File: src/rtl/uart_fifo_ctrl.sv
// Bus-side controller for one uart core: register file, TX/RX byte FIFOs,
// a two-state TX write handshake and RX read capture with a stale-valid guard.
module uart_fifo_ctrl #(
  parameter int DEPTH = 16
) (
  input  logic        clk,
  input  logic        reset_i,
  input  logic        sel_i,
  input  logic        we_i,
  input  logic [1:0]  addr_i,
  input  logic [31:0] wdata_i,
  output logic [31:0] rdata_o,
  output logic        irq_o,
  output logic        uart_wr_o,
  output logic [7:0]  uart_tx_data_o,
  input  logic        uart_busy_i,
  output logic        uart_rd_o,
  input  logic [7:0]  uart_rx_data_i,
  input  logic        uart_valid_i
);
  localparam int AW = $clog2(DEPTH);
  localparam int CW = AW + 1;
  localparam logic [CW-1:0] FULL = CW'(DEPTH);

  typedef enum logic {IDLE, GUARD} tx_state_e;

  logic [7:0]    tx_mem_q [DEPTH];
  logic [7:0]    rx_mem_q [DEPTH];
  logic [AW-1:0] tx_wp_q, tx_wp_d, tx_rp_q, tx_rp_d;
  logic [AW-1:0] rx_wp_q, rx_wp_d, rx_rp_q, rx_rp_d;
  logic [CW-1:0] tx_cnt_q, tx_cnt_d, rx_cnt_q, rx_cnt_d;
  tx_state_e     state_q, state_d;
  logic          rx_guard_q, rx_guard_d;
  logic          post_rst_q, post_rst_d;
  logic          tx_ovr_q, tx_ovr_d, rx_ovr_q, rx_ovr_d;
  logic [1:0]    ctrl_q, ctrl_d;
  logic [31:0]   rdata_q, rdata_d;
  logic          irq_q, irq_d;

  logic          bus_wr, bus_rd, pulse_ok;
  logic          tx_push, tx_pop, rx_push, rx_pop, rx_take;
  logic          tx_empty, tx_full, rx_empty, rx_full;
  logic [31:0]   status;
  logic          unused_wdata;

  assign unused_wdata = ^{wdata_i[31:8], wdata_i[3:2]};

  always_comb begin
    tx_empty = (tx_cnt_q == '0);
    tx_full  = (tx_cnt_q == FULL);
    rx_empty = (rx_cnt_q == '0);
    rx_full  = (rx_cnt_q == FULL);
    bus_wr   = sel_i & we_i;
    bus_rd   = sel_i & ~we_i;
    // No UART handshake may start in the reset cycle or the one after it.
    pulse_ok = ~reset_i & ~post_rst_q;
    tx_push  = bus_wr && (addr_i == 2'd0) && !tx_full;
    tx_pop   = pulse_ok && (state_q == IDLE) && !tx_empty && !uart_busy_i;
    rx_take  = pulse_ok && uart_valid_i && !rx_guard_q;
    rx_pop   = bus_rd && (addr_i == 2'd0) && !rx_empty;
    rx_push  = rx_take && (!rx_full || rx_pop);
    uart_wr_o      = tx_pop;
    uart_tx_data_o = tx_pop ? tx_mem_q[tx_rp_q] : 8'h00;
    uart_rd_o      = rx_take;
  end

  always_comb begin
    state_d = state_q;
    case (state_q)
      IDLE:  if (tx_pop) state_d = GUARD;
      GUARD: state_d = IDLE;
    endcase
  end

  always_comb begin
    tx_wp_d    = tx_push ? tx_wp_q + 1'b1 : tx_wp_q;
    tx_rp_d    = tx_pop  ? tx_rp_q + 1'b1 : tx_rp_q;
    rx_wp_d    = rx_push ? rx_wp_q + 1'b1 : rx_wp_q;
    rx_rp_d    = rx_pop  ? rx_rp_q + 1'b1 : rx_rp_q;
    tx_cnt_d   = tx_cnt_q + CW'(tx_push) - CW'(tx_pop);
    rx_cnt_d   = rx_cnt_q + CW'(rx_push) - CW'(rx_pop);
    rx_guard_d = rx_take;
    post_rst_d = 1'b0;

    // Set after clear so a same-cycle overflow beats the W1C.
    tx_ovr_d = tx_ovr_q;
    rx_ovr_d = rx_ovr_q;
    if (bus_wr && (addr_i == 2'd1) && wdata_i[5]) tx_ovr_d = 1'b0;
    if (bus_wr && (addr_i == 2'd1) && wdata_i[4]) rx_ovr_d = 1'b0;
    if (bus_wr && (addr_i == 2'd0) && tx_full) tx_ovr_d = 1'b1;
    if (rx_take && rx_full && !rx_pop) rx_ovr_d = 1'b1;

    ctrl_d = ctrl_q;
    if (bus_wr && (addr_i == 2'd2)) ctrl_d = wdata_i[1:0];

    status = {8'h00, 8'(tx_cnt_q), 8'(rx_cnt_q), 2'b00,
              tx_ovr_q, rx_ovr_q, rx_full, rx_empty, tx_empty, tx_full};

    rdata_d = rdata_q;
    if (bus_rd) begin
      case (addr_i)
        2'd0:    rdata_d = rx_empty ? 32'h0 : {23'h0, 1'b1, rx_mem_q[rx_rp_q]};
        2'd1:    rdata_d = status;
        2'd2:    rdata_d = {30'h0, ctrl_q};
        default: rdata_d = 32'h0;
      endcase
    end

    irq_d = (ctrl_q[0] & ~rx_empty) | (ctrl_q[1] & tx_empty);
  end

  always_ff @(posedge clk) begin
    if (reset_i) begin
      state_q    <= IDLE;
      tx_wp_q    <= '0;
      tx_rp_q    <= '0;
      rx_wp_q    <= '0;
      rx_rp_q    <= '0;
      tx_cnt_q   <= '0;
      rx_cnt_q   <= '0;
      rx_guard_q <= 1'b0;
      post_rst_q <= 1'b1;
      tx_ovr_q   <= 1'b0;
      rx_ovr_q   <= 1'b0;
      ctrl_q     <= 2'b00;
      rdata_q    <= 32'h0;
      irq_q      <= 1'b0;
    end else begin
      state_q    <= state_d;
      tx_wp_q    <= tx_wp_d;
      tx_rp_q    <= tx_rp_d;
      rx_wp_q    <= rx_wp_d;
      rx_rp_q    <= rx_rp_d;
      tx_cnt_q   <= tx_cnt_d;
      rx_cnt_q   <= rx_cnt_d;
      rx_guard_q <= rx_guard_d;
      post_rst_q <= post_rst_d;
      tx_ovr_q   <= tx_ovr_d;
      rx_ovr_q   <= rx_ovr_d;
      ctrl_q     <= ctrl_d;
      rdata_q    <= rdata_d;
      irq_q      <= irq_d;
    end
  end

  always_ff @(posedge clk) begin
    if (tx_push) tx_mem_q[tx_wp_q] <= wdata_i[7:0];
    if (rx_push) rx_mem_q[rx_wp_q] <= uart_rx_data_i;
  end

  assign rdata_o = rdata_q;
  assign irq_o   = irq_q;

endmodule

File: config.mk
export PLATFORM = sky130hd
export DESIGN_NAME = uart_fifo_ctrl
export DESIGN_NICKNAME = d
export VERILOG_FILES = /design/src/rtl/uart_fifo_ctrl.sv
export SDC_FILE = /design/constraint.sdc
export NUM_CORES = 1
export LEC_CHECK = 0
export CAP_MARGIN = 25
export CORE_UTILIZATION = 60
export CTS_BUF_LIST = sky130_fd_sc_hd__clkbuf_8 sky130_fd_sc_hd__clkbuf_16
export DETAILED_ROUTE_END_ITERATION = 10
export GPL_ROUTABILITY_DRIVEN = 0
export PLACE_DENSITY_LB_ADDON = 0.1
export RECOVER_POWER = 100
export REMOVE_ABC_BUFFERS = 1
export SETUP_SLACK_MARGIN = 0.1
export SLEW_MARGIN = 15
export SYNTH_ARGS = -nofsm -noshare
export SYNTH_HDL_FRONTEND = slang
export SYNTH_SLANG_ARGS = --single-unit
File: constraint.sdc
create_clock -name clk -period 7.4 [get_ports clk]
set_clock_uncertainty 0.05 [all_clocks]
set_input_delay 1.48 -clock clk [delete_from_list [all_inputs] [get_ports clk]]
set_output_delay 1.48 -clock clk [all_outputs]
set_load 0.01 [all_outputs]
==> results of run 1 <==
critical path: cells and delay by family:
| kind | cells | cell delay [ps] |
|---|---|---|
| AND/OR/NAND/NOR | 1 | 160 |
| buffers and inverters | 4 | 3110 |
registers in the layout (all words and copies together) (netlist names), 4 cells and up, named ones only:
name	count
tx_mem_q	128
rx_cnt_q	5
tx_rp_q	4
rx_wp_q	4
rx_mem_q	128
rx_rp_q	4
tx_wp_q	4
rdata_o	18
tx_cnt_q	5
layout by cell type, fill, tap and decap left out, types with 3 or more instances in the layout:
| cell type | n |
|---|---|
| sky130_fd_sc_hd__o21ai_0 | 10 |
| sky130_fd_sc_hd__nor3b_1 | 3 |
| sky130_fd_sc_hd__clkbuf_1 | 10 |
| sky130_fd_sc_hd__nor3_1 | 11 |
| sky130_fd_sc_hd__mux2i_1 | 23 |
| sky130_fd_sc_hd__dfxtp_1 | 59 |
| sky130_fd_sc_hd__nor2b_4 | 7 |
| sky130_fd_sc_hd__nand2_1 | 13 |
| sky130_fd_sc_hd__inv_1 | 34 |
| sky130_fd_sc_hd__o31ai_1 | 5 |
| sky130_fd_sc_hd__o22ai_1 | 3 |
| sky130_fd_sc_hd__nor2_1 | 60 |
| sky130_fd_sc_hd__nor2b_1 | 13 |
| sky130_fd_sc_hd__clkbuf_8 | 5 |
| sky130_fd_sc_hd__and3_1 | 3 |
| sky130_fd_sc_hd__nand4_1 | 4 |
| sky130_fd_sc_hd__or3_1 | 6 |
| sky130_fd_sc_hd__clkinv_2 | 6 |
| sky130_fd_sc_hd__conb_1 | 14 |
| sky130_fd_sc_hd__nand2b_1 | 6 |
| sky130_fd_sc_hd__nand3_1 | 13 |
| sky130_fd_sc_hd__nor4_1 | 3 |
| sky130_fd_sc_hd__nor4b_1 | 4 |
| sky130_fd_sc_hd__xor2_1 | 8 |
| sky130_fd_sc_hd__nand3b_1 | 3 |
| sky130_fd_sc_hd__a21oi_1 | 19 |
| sky130_fd_sc_hd__dlygate4sd3_1 | 48 |
| sky130_fd_sc_hd__clkbuf_16 | 31 |
| sky130_fd_sc_hd__clkdlybuf4s50_1 | 3 |
| sky130_fd_sc_hd__a22oi_1 | 16 |
| sky130_fd_sc_hd__mux4_1 | 25 |
| sky130_fd_sc_hd__a22o_1 | 6 |
| sky130_fd_sc_hd__buf_4 | 7 |
| sky130_fd_sc_hd__edfxtp_1 | 256 |
| sky130_fd_sc_hd__xnor2_1 | 6 |
| sky130_fd_sc_hd__mux4_2 | 39 |
| sky130_fd_sc_hd__ha_1 | 22 |
how the worst max path moves through the flow:
stage | start | end | slack, ps | cells past startpoint
after floorplan | reset_i | rx_cnt_q[4] | 2830 | 10
after global placement | uart_busy_i | uart_tx_data_o[7] | 2000 | 5
after detailed placement | uart_busy_i | uart_tx_data_o[7] | 1920 | 5
after CTS | uart_busy_i | uart_tx_data_o[7] | 1870 | 5
after global routing | reset_i | uart_rd_o | 890 | 5
final | reset_i | uart_rd_o | 1080 | 5
Yosys cell counts (4+ instances only):
library cell | n | area, µm²
sky130_fd_sc_hd__edfxtp_1 | 256 | 7687
sky130_fd_sc_hd__dfxtp_1 | 60 | 1201
sky130_fd_sc_hd__nor2_1 | 60 | 225.2
sky130_fd_sc_hd__mux4_2 | 39 | 878.3
sky130_fd_sc_hd__mux4_1 | 25 | 656.9
sky130_fd_sc_hd__mux2i_1 | 23 | 230.2
sky130_fd_sc_hd__ha_1 | 22 | 275.3
sky130_fd_sc_hd__inv_1 | 22 | 82.58
sky130_fd_sc_hd__buf_4 | 20 | 150.1
sky130_fd_sc_hd__a21oi_1 | 19 | 95.09
sky130_fd_sc_hd__a22oi_1 | 16 | 120.1
sky130_fd_sc_hd__clkbuf_1 | 16 | 60.06
sky130_fd_sc_hd__nand2_1 | 13 | 48.80
sky130_fd_sc_hd__nand3_1 | 13 | 65.06
sky130_fd_sc_hd__nor2b_1 | 13 | 81.33
sky130_fd_sc_hd__nor3_1 | 11 | 55.05
sky130_fd_sc_hd__o21ai_0 | 10 | 50.05
sky130_fd_sc_hd__xor2_1 | 8 | 70.07
sky130_fd_sc_hd__buf_1 | 7 | 26.28
sky130_fd_sc_hd__nor2b_4 | 7 | 96.34
sky130_fd_sc_hd__a22o_1 | 6 | 52.55
sky130_fd_sc_hd__buf_2 | 6 | 30.03
sky130_fd_sc_hd__nand2b_1 | 6 | 37.54
sky130_fd_sc_hd__or3_1 | 6 | 37.54
sky130_fd_sc_hd__xnor2_1 | 6 | 52.55
sky130_fd_sc_hd__o31ai_1 | 5 | 37.54
sky130_fd_sc_hd__nand4_1 | 4 | 25.02
sky130_fd_sc_hd__nor4b_1 | 4 | 35.03
routing by layer:
layer	vias up	track usage (%)
met4	0	6.649
met3	38	3.405
met1	3460	36.45
met2	228	35.56
li1	3055	-
met5	-	0
final cells by class:
type	count	area [µm²]	share of cell area [%]
clock buffers	36	844.6	5.791
flip-flops and latches	316	8890	60.96
multi-input cells	374	3664	25.12
repair buffers	69	620.6	4.255
well taps	275	344.1	2.359
clock inverters	21	138.9	0.9523
inverters	22	82.58	0.5662
cells by family after synthesis:
logic type,count (synthesis),share of synthesized area [%]
AOI/OAI and AO/OA,75,4.006
xor gates and xnor gates,14,0.9505
adders and majority gates,24,2.444
buffers and inverters,75,3.084
DFF,316,68.90
muxes,89,13.86
other,1,0.02907
and+or+nand+nor,158,6.731
power groups by stage:
stage               registers, µW  logic (µW)  clock network, µW
detailed placement           2030         335                  0
global route                 1980         380               1590
CTS                          1990         338               1520
floorplan                    2020         216                  0
global placement             2020         321                  0
finish                       1980         344               1500
metrics by stage:
step / hold WS, ps / worst slack [ps] / power (µW)
floorplan: 349.2 / 2832 / 2234
global placement: 385.1 / 1997 / 2345
detailed placement: 393.1 / 1922 / 2361
CTS: 403.9 / 1872 / 3850
global route: 398.9 / 894.3 / 3957
finish: 374.7 / 1082 / 3822
==> impl_metrics.env, run 1 <==
export IMPL_met3WireLength_mm=1.632
export IMPL_synthCells=752
export IMPL_worst_endpoint_required_ps=5870
export IMPL_met2WireLength_mm=11.46
export IMPL_postLayoutCellArea_um2=14580
export IMPL_remaining_drcs=0
export IMPL_rrSetupSlack_ps=3630
export IMPL_num_rows=53
export IMPL_met1_length_mm=11.56
export IMPL_routed_wire_length_per_instance_um=22.64
export IMPL_top_layer_used="met4"
export IMPL_cpMaxStageDelayCell="sky130_fd_sc_hd__clkbuf_1"
export IMPL_wl_mm=25.20
export IMPL_hold_path_depth=1
export IMPL_dpl_cell_area_um2=13620
export IMPL_post_route_period_util_pct=85.38
export IMPL_power_report_internal_total_uw=2974
export IMPL_critical_path_peak_fanout=52
export IMPL_initial_core_util_pct=61.37
export IMPL_timing_hold_violations_final=0
export IMPL_io_buffer_count=52
export IMPL_ant_nets=0
export IMPL_cts_stage_hold_buffer_count=0
export IMPL_holdCritStartpoint="rx_guard_q"
export IMPL_worst_skew_pair_late_latency_ps=550
export IMPL_finish_net_count=886
export IMPL_critical_path_class="in2out"
export IMPL_ys_async_sr_fraction_pct=0
export IMPL_r2r_start="tx_cnt_q[2]"
export IMPL_final_core_utilization_pct=69.38
export IMPL_power_density_nw_per_um2=262.1
export IMPL_max_stage_delay_ps=1710
export IMPL_hold_end="rx_guard_q"
export IMPL_dieWidth_um=148.6
export IMPL_clock_tree_buffer_depth=3
export IMPL_grt_ovfl_total=0
export IMPL_antenna_cells=0
export IMPL_synth_edff_count=256
export IMPL_net_switching_power_uw=848.3
export IMPL_flow_area_growth_from_synthesis_pct=13.04
export IMPL_die_height_um=148.6
export IMPL_cts_tree="done"
export IMPL_numClockSinks=316
export IMPL_global_route_wire_length_before_repair_mm=38.47
export IMPL_reg2reg_to="tx_cnt_q[4]"
export IMPL_critPathMostFrequentCell="sky130_fd_sc_hd__clkbuf_1"
export IMPL_power_clock_fraction_pct=39.2
export IMPL_first_global_vias=6715
export IMPL_failing_checks="capacitance limit, slew limit"
export IMPL_synth_cell_area_um2=12900
export IMPL_crit_path_capture_type="primary output"
export IMPL_syn_mean_instance_area_um2=17.16
export IMPL_via_per_inst=6.093
export IMPL_swShare_pct=22.20
export IMPL_cts_buf_count=31
export IMPL_worst_setup_path_start_kind="input pin"
export IMPL_number_of_antenna_violations_at_the_first_check_in_global_routing=0
export IMPL_ys_ff_latch=316
export IMPL_grt_max_degree=53
export IMPL_final_min_clock_period_ps=6318
export IMPL_dr_total_vias=6781
export IMPL_setup_tns_final_ps=0
export IMPL_cts_root_buffer="sky130_fd_sc_hd__clkbuf_16"
export IMPL_reg2regPathDepth=14
export IMPL_slew_limit_headroom_pct=-56.30
export IMPL_detailedRoute_firstPassIterationCount=5
export IMPL_final_count_of_pins_violating_max_slew=63
export IMPL_post_detailed_placement_half_perimeter_wirelength_mm=16.51
export IMPL_fillerInstances=1351
export IMPL_worst_hold_path_type="reg2reg"
export IMPL_clock_tree_htree_level_count=1
export IMPL_path_clk_slew_ps=60
export IMPL_p_comb_share_pct=9.0
export IMPL_postCtsSetupBuffers=0
export IMPL_max_clock_freq_mhz=158.3
export IMPL_instances_no_fill=1113
export IMPL_cp_arrival_ps=4790
export IMPL_dieArea_um2=22090
export IMPL_drt_iter0_drc=589
export IMPL_dpl_cell_count=1054
export IMPL_post_route_cells_drive_above_1_share_pct=12.41
export IMPL_placeableCoreArea_um2=21020
export IMPL_leakage_power_total_uw=0.004886
export IMPL_status="finished, violations left"
export IMPL_share_seq_of_total_power_pct=51.8
export IMPL_num_io_pins=91
export IMPL_synth_ff_type="sky130_fd_sc_hd__edfxtp_1"
export IMPL_vdd_ir_drop_max_mv=0.2210
export IMPL_gr_usage_all_layers_pct=23.66
export IMPL_number_of_setup_violations_in_the_final_report=0
export IMPL_synth_yosys_seq_area_share_pct=68.90
export IMPL_synth_cell_type_count=58
export IMPL_maxCapViolations=3
export IMPL_yosys_warnings=0
export IMPL_timing_critical_path_cells="clkbuf_1, clkbuf_1, nor4b_1, clkbuf_1, dlygate4sd3_1"
export IMPL_cts_resized=0
export IMPL_worst_slew_pin_transition_ps=2345
export IMPL_rsz0062_at_grt="no"
Note: power is estimated with default switching activity, not from simulation.
==> run 2, diff against run 1 <==
Clock period 7.4 ns to 7.8 ns, I/O delays scaled along.
==> run 2 against run 1 <==
The run still ends with capacitance limit, slew limit left. Die area unchanged. Non-clock buffer count up 1. First-iteration DRC count down 25%. Critical path type unchanged. Final area unchanged. Critical path depth unchanged.
==> impl_metrics.env, run 2 (synthesized netlist as in run 1, its figures left out) <==
export IMPL_io_buffer_count=52
export IMPL_flow_area_growth_from_synthesis_pct=13.04
export IMPL_post_route_cells_drive_above_1_share_pct=12.40
export IMPL_cts_resized=0
export IMPL_setup_tns_final_ps=0
export IMPL_number_of_antenna_violations_at_the_first_check_in_global_routing=0
export IMPL_num_rows=53
export IMPL_final_common_cell="sky130_fd_sc_hd__edfxtp_1"
export IMPL_path_clk_slew_ps=60
export IMPL_wl_mm=25.59
export IMPL_dpl_cell_area_um2=13620
export IMPL_timing_critical_path_cells="clkbuf_1, clkbuf_1, nor4b_1, clkbuf_1, dlygate4sd3_1"
export IMPL_worst_slew_pin_transition_ps=2332
export IMPL_crit_path_start="reset_i"
export IMPL_placeableCoreArea_um2=21020
export IMPL_final_min_clock_period_ps=6428
export IMPL_rsz0062_at_grt="no"
export IMPL_dr_total_vias=6795
export IMPL_layout_common_cells="sky130_fd_sc_hd__edfxtp_1, sky130_fd_sc_hd__nor2_1, sky130_fd_sc_hd__dfxtp_1, sky130_fd_sc_hd__dlygate4sd3_1, sky130_fd_sc_hd__mux4_2"
export IMPL_slew_limit_headroom_pct=-55.45
export IMPL_cts_root_buffer="sky130_fd_sc_hd__clkbuf_16"
export IMPL_routed_wire_length_per_instance_um=22.95
export IMPL_critical_path_class="in2out"
export IMPL_max_clock_freq_mhz=155.6
export IMPL_leakage_power_total_uw=0.004878
export IMPL_failing_checks="capacitance limit, slew limit"
export IMPL_global_route_wire_length_before_repair_mm=38.88
export IMPL_remaining_drcs=0
export IMPL_drt_iter0_drc=440
export IMPL_maxCapViolations=3
export IMPL_cp_arrival_ps=4820
export IMPL_crit_path_capture_type="primary output"
export IMPL_critical_path_peak_fanout=52
export IMPL_critical_path_endpoint="uart_rd_o"
export IMPL_initial_core_util_pct=61.37
export IMPL_ff_latch_area_um2=8890
export IMPL_final_count_of_pins_violating_max_slew=62
export IMPL_die_height_um=148.6
export IMPL_gr_usage_all_layers_pct=24.01
export IMPL_num_io_pins=91
export IMPL_worst_setup_path_start_kind="input pin"
export IMPL_timing_hold_violations_final=0
export IMPL_max_stage_delay_ps=1700
export IMPL_grt_max_degree=53
export IMPL_power_density_nw_per_um2=247.9
export IMPL_total_power_uw=3615
export IMPL_first_global_vias=6848
export IMPL_status="finished, violations left"
export IMPL_critPathMostFrequentCell="sky130_fd_sc_hd__clkbuf_1"
export IMPL_vdd_ir_drop_max_mv=0.1641
export IMPL_postCtsSetupBuffers=0
export IMPL_ant_nets=0
export IMPL_reg2reg_to="tx_cnt_q[4]"
export IMPL_dieArea_um2=22090
export IMPL_post_detailed_placement_half_perimeter_wirelength_mm=16.64
export IMPL_reg2regPathDepth=14
export IMPL_post_route_period_util_pct=82.41
export IMPL_cpMaxStageDelayCell="sky130_fd_sc_hd__clkbuf_1"
export IMPL_rrSetupSlack_ps=4010
export IMPL_worst_skew_pair_late_latency_ps=550
export IMPL_cts_buf_count=31
export IMPL_via_per_inst=6.094
export IMPL_detailedPlace_worstSlack_ps=2139
export IMPL_cts_stage_hold_buffer_count=0
export IMPL_clock_tree_buffer_depth=3
export IMPL_worst_endpoint_required_ps=6190
export IMPL_number_of_setup_violations_in_the_final_report=0
export IMPL_postLayoutCellArea_um2=14580
export IMPL_fillerInstances=1345
export IMPL_detailedRoute_firstPassIterationCount=7
export IMPL_worst_hold_path_type="reg2reg"
export IMPL_clock_tree_htree_level_count=1
export IMPL_layout_setup_ws_ps=1372
export IMPL_dieWidth_um=148.6
export IMPL_numClockSinks=316
export IMPL_grt_ovfl_total=0
export IMPL_finish_net_count=887
export IMPL_r2r_start="tx_cnt_q[2]"
export IMPL_multi_input_gate_area_in_the_final_layout_um2=3664
export IMPL_cts_tree="done"
-- run 2: routing by layer --
metal  GRT usage (%)  up-vias  share of wire [%]
li1                -     3051                  -
met1           37.05     3473                 45
met2           36.26      243                 46
met3           3.650       28                7.3
met4           5.928        0                1.2
met5               0        -                  0
-- run 2: critical path, delay by kind of cell --
kind	cells	cell delay (ps)
buffers and inverters	4	3080
and+or+nand+nor	1	140
-- run 2: how the worst min path moves through the flow --
stage,from,slack [ps],depth (start not counted),to
detailed placement,rx_guard_q,390,1,rx_guard_q
finish,rx_guard_q,390,1,rx_guard_q
global placement,rx_guard_q,390,1,rx_guard_q
CTS,rx_guard_q,410,1,rx_guard_q
global route,rx_guard_q,410,1,rx_guard_q
floorplan,rx_guard_q,350,1,rx_guard_q
-- run 2: area by class of cell --
cell class	instances	area share, %
Antenna cell	1	0.01716
Clock buffer	38	5.980
Clock inverter	19	0.7464
Inverter	22	0.5662
Multi-Input combinational cell	374	25.12
Sequential cell	316	60.96
Tap cell	275	2.359
Timing Repair Buffer	70	4.255
-- run 2: per-stage QoR --
step,hold WS [ps],instances,utilization [%]
after global routing,409.8,1114,69.36
after floorplan,349.2,712,-
after CTS,410.3,1110,69.44
after detailed placement,394.1,1053,64.78
after global placement,385.1,1053,64.78
final,389.4,1115,69.38
-- run 2: power by group --
| group | leakage (µW) | switching [µW] | total (µW) | internal (µW) |
|---|---|---|---|---|
| Clock | 0.000530 | 593 | 1410 | 816 |
| Sequential | 0.00279 | 30.7 | 1880 | 1850 |
| Combinational | 0.00156 | 183 | 327 | 143 |
| Total | 0.00488 | 807 | 3620 | 2810 |
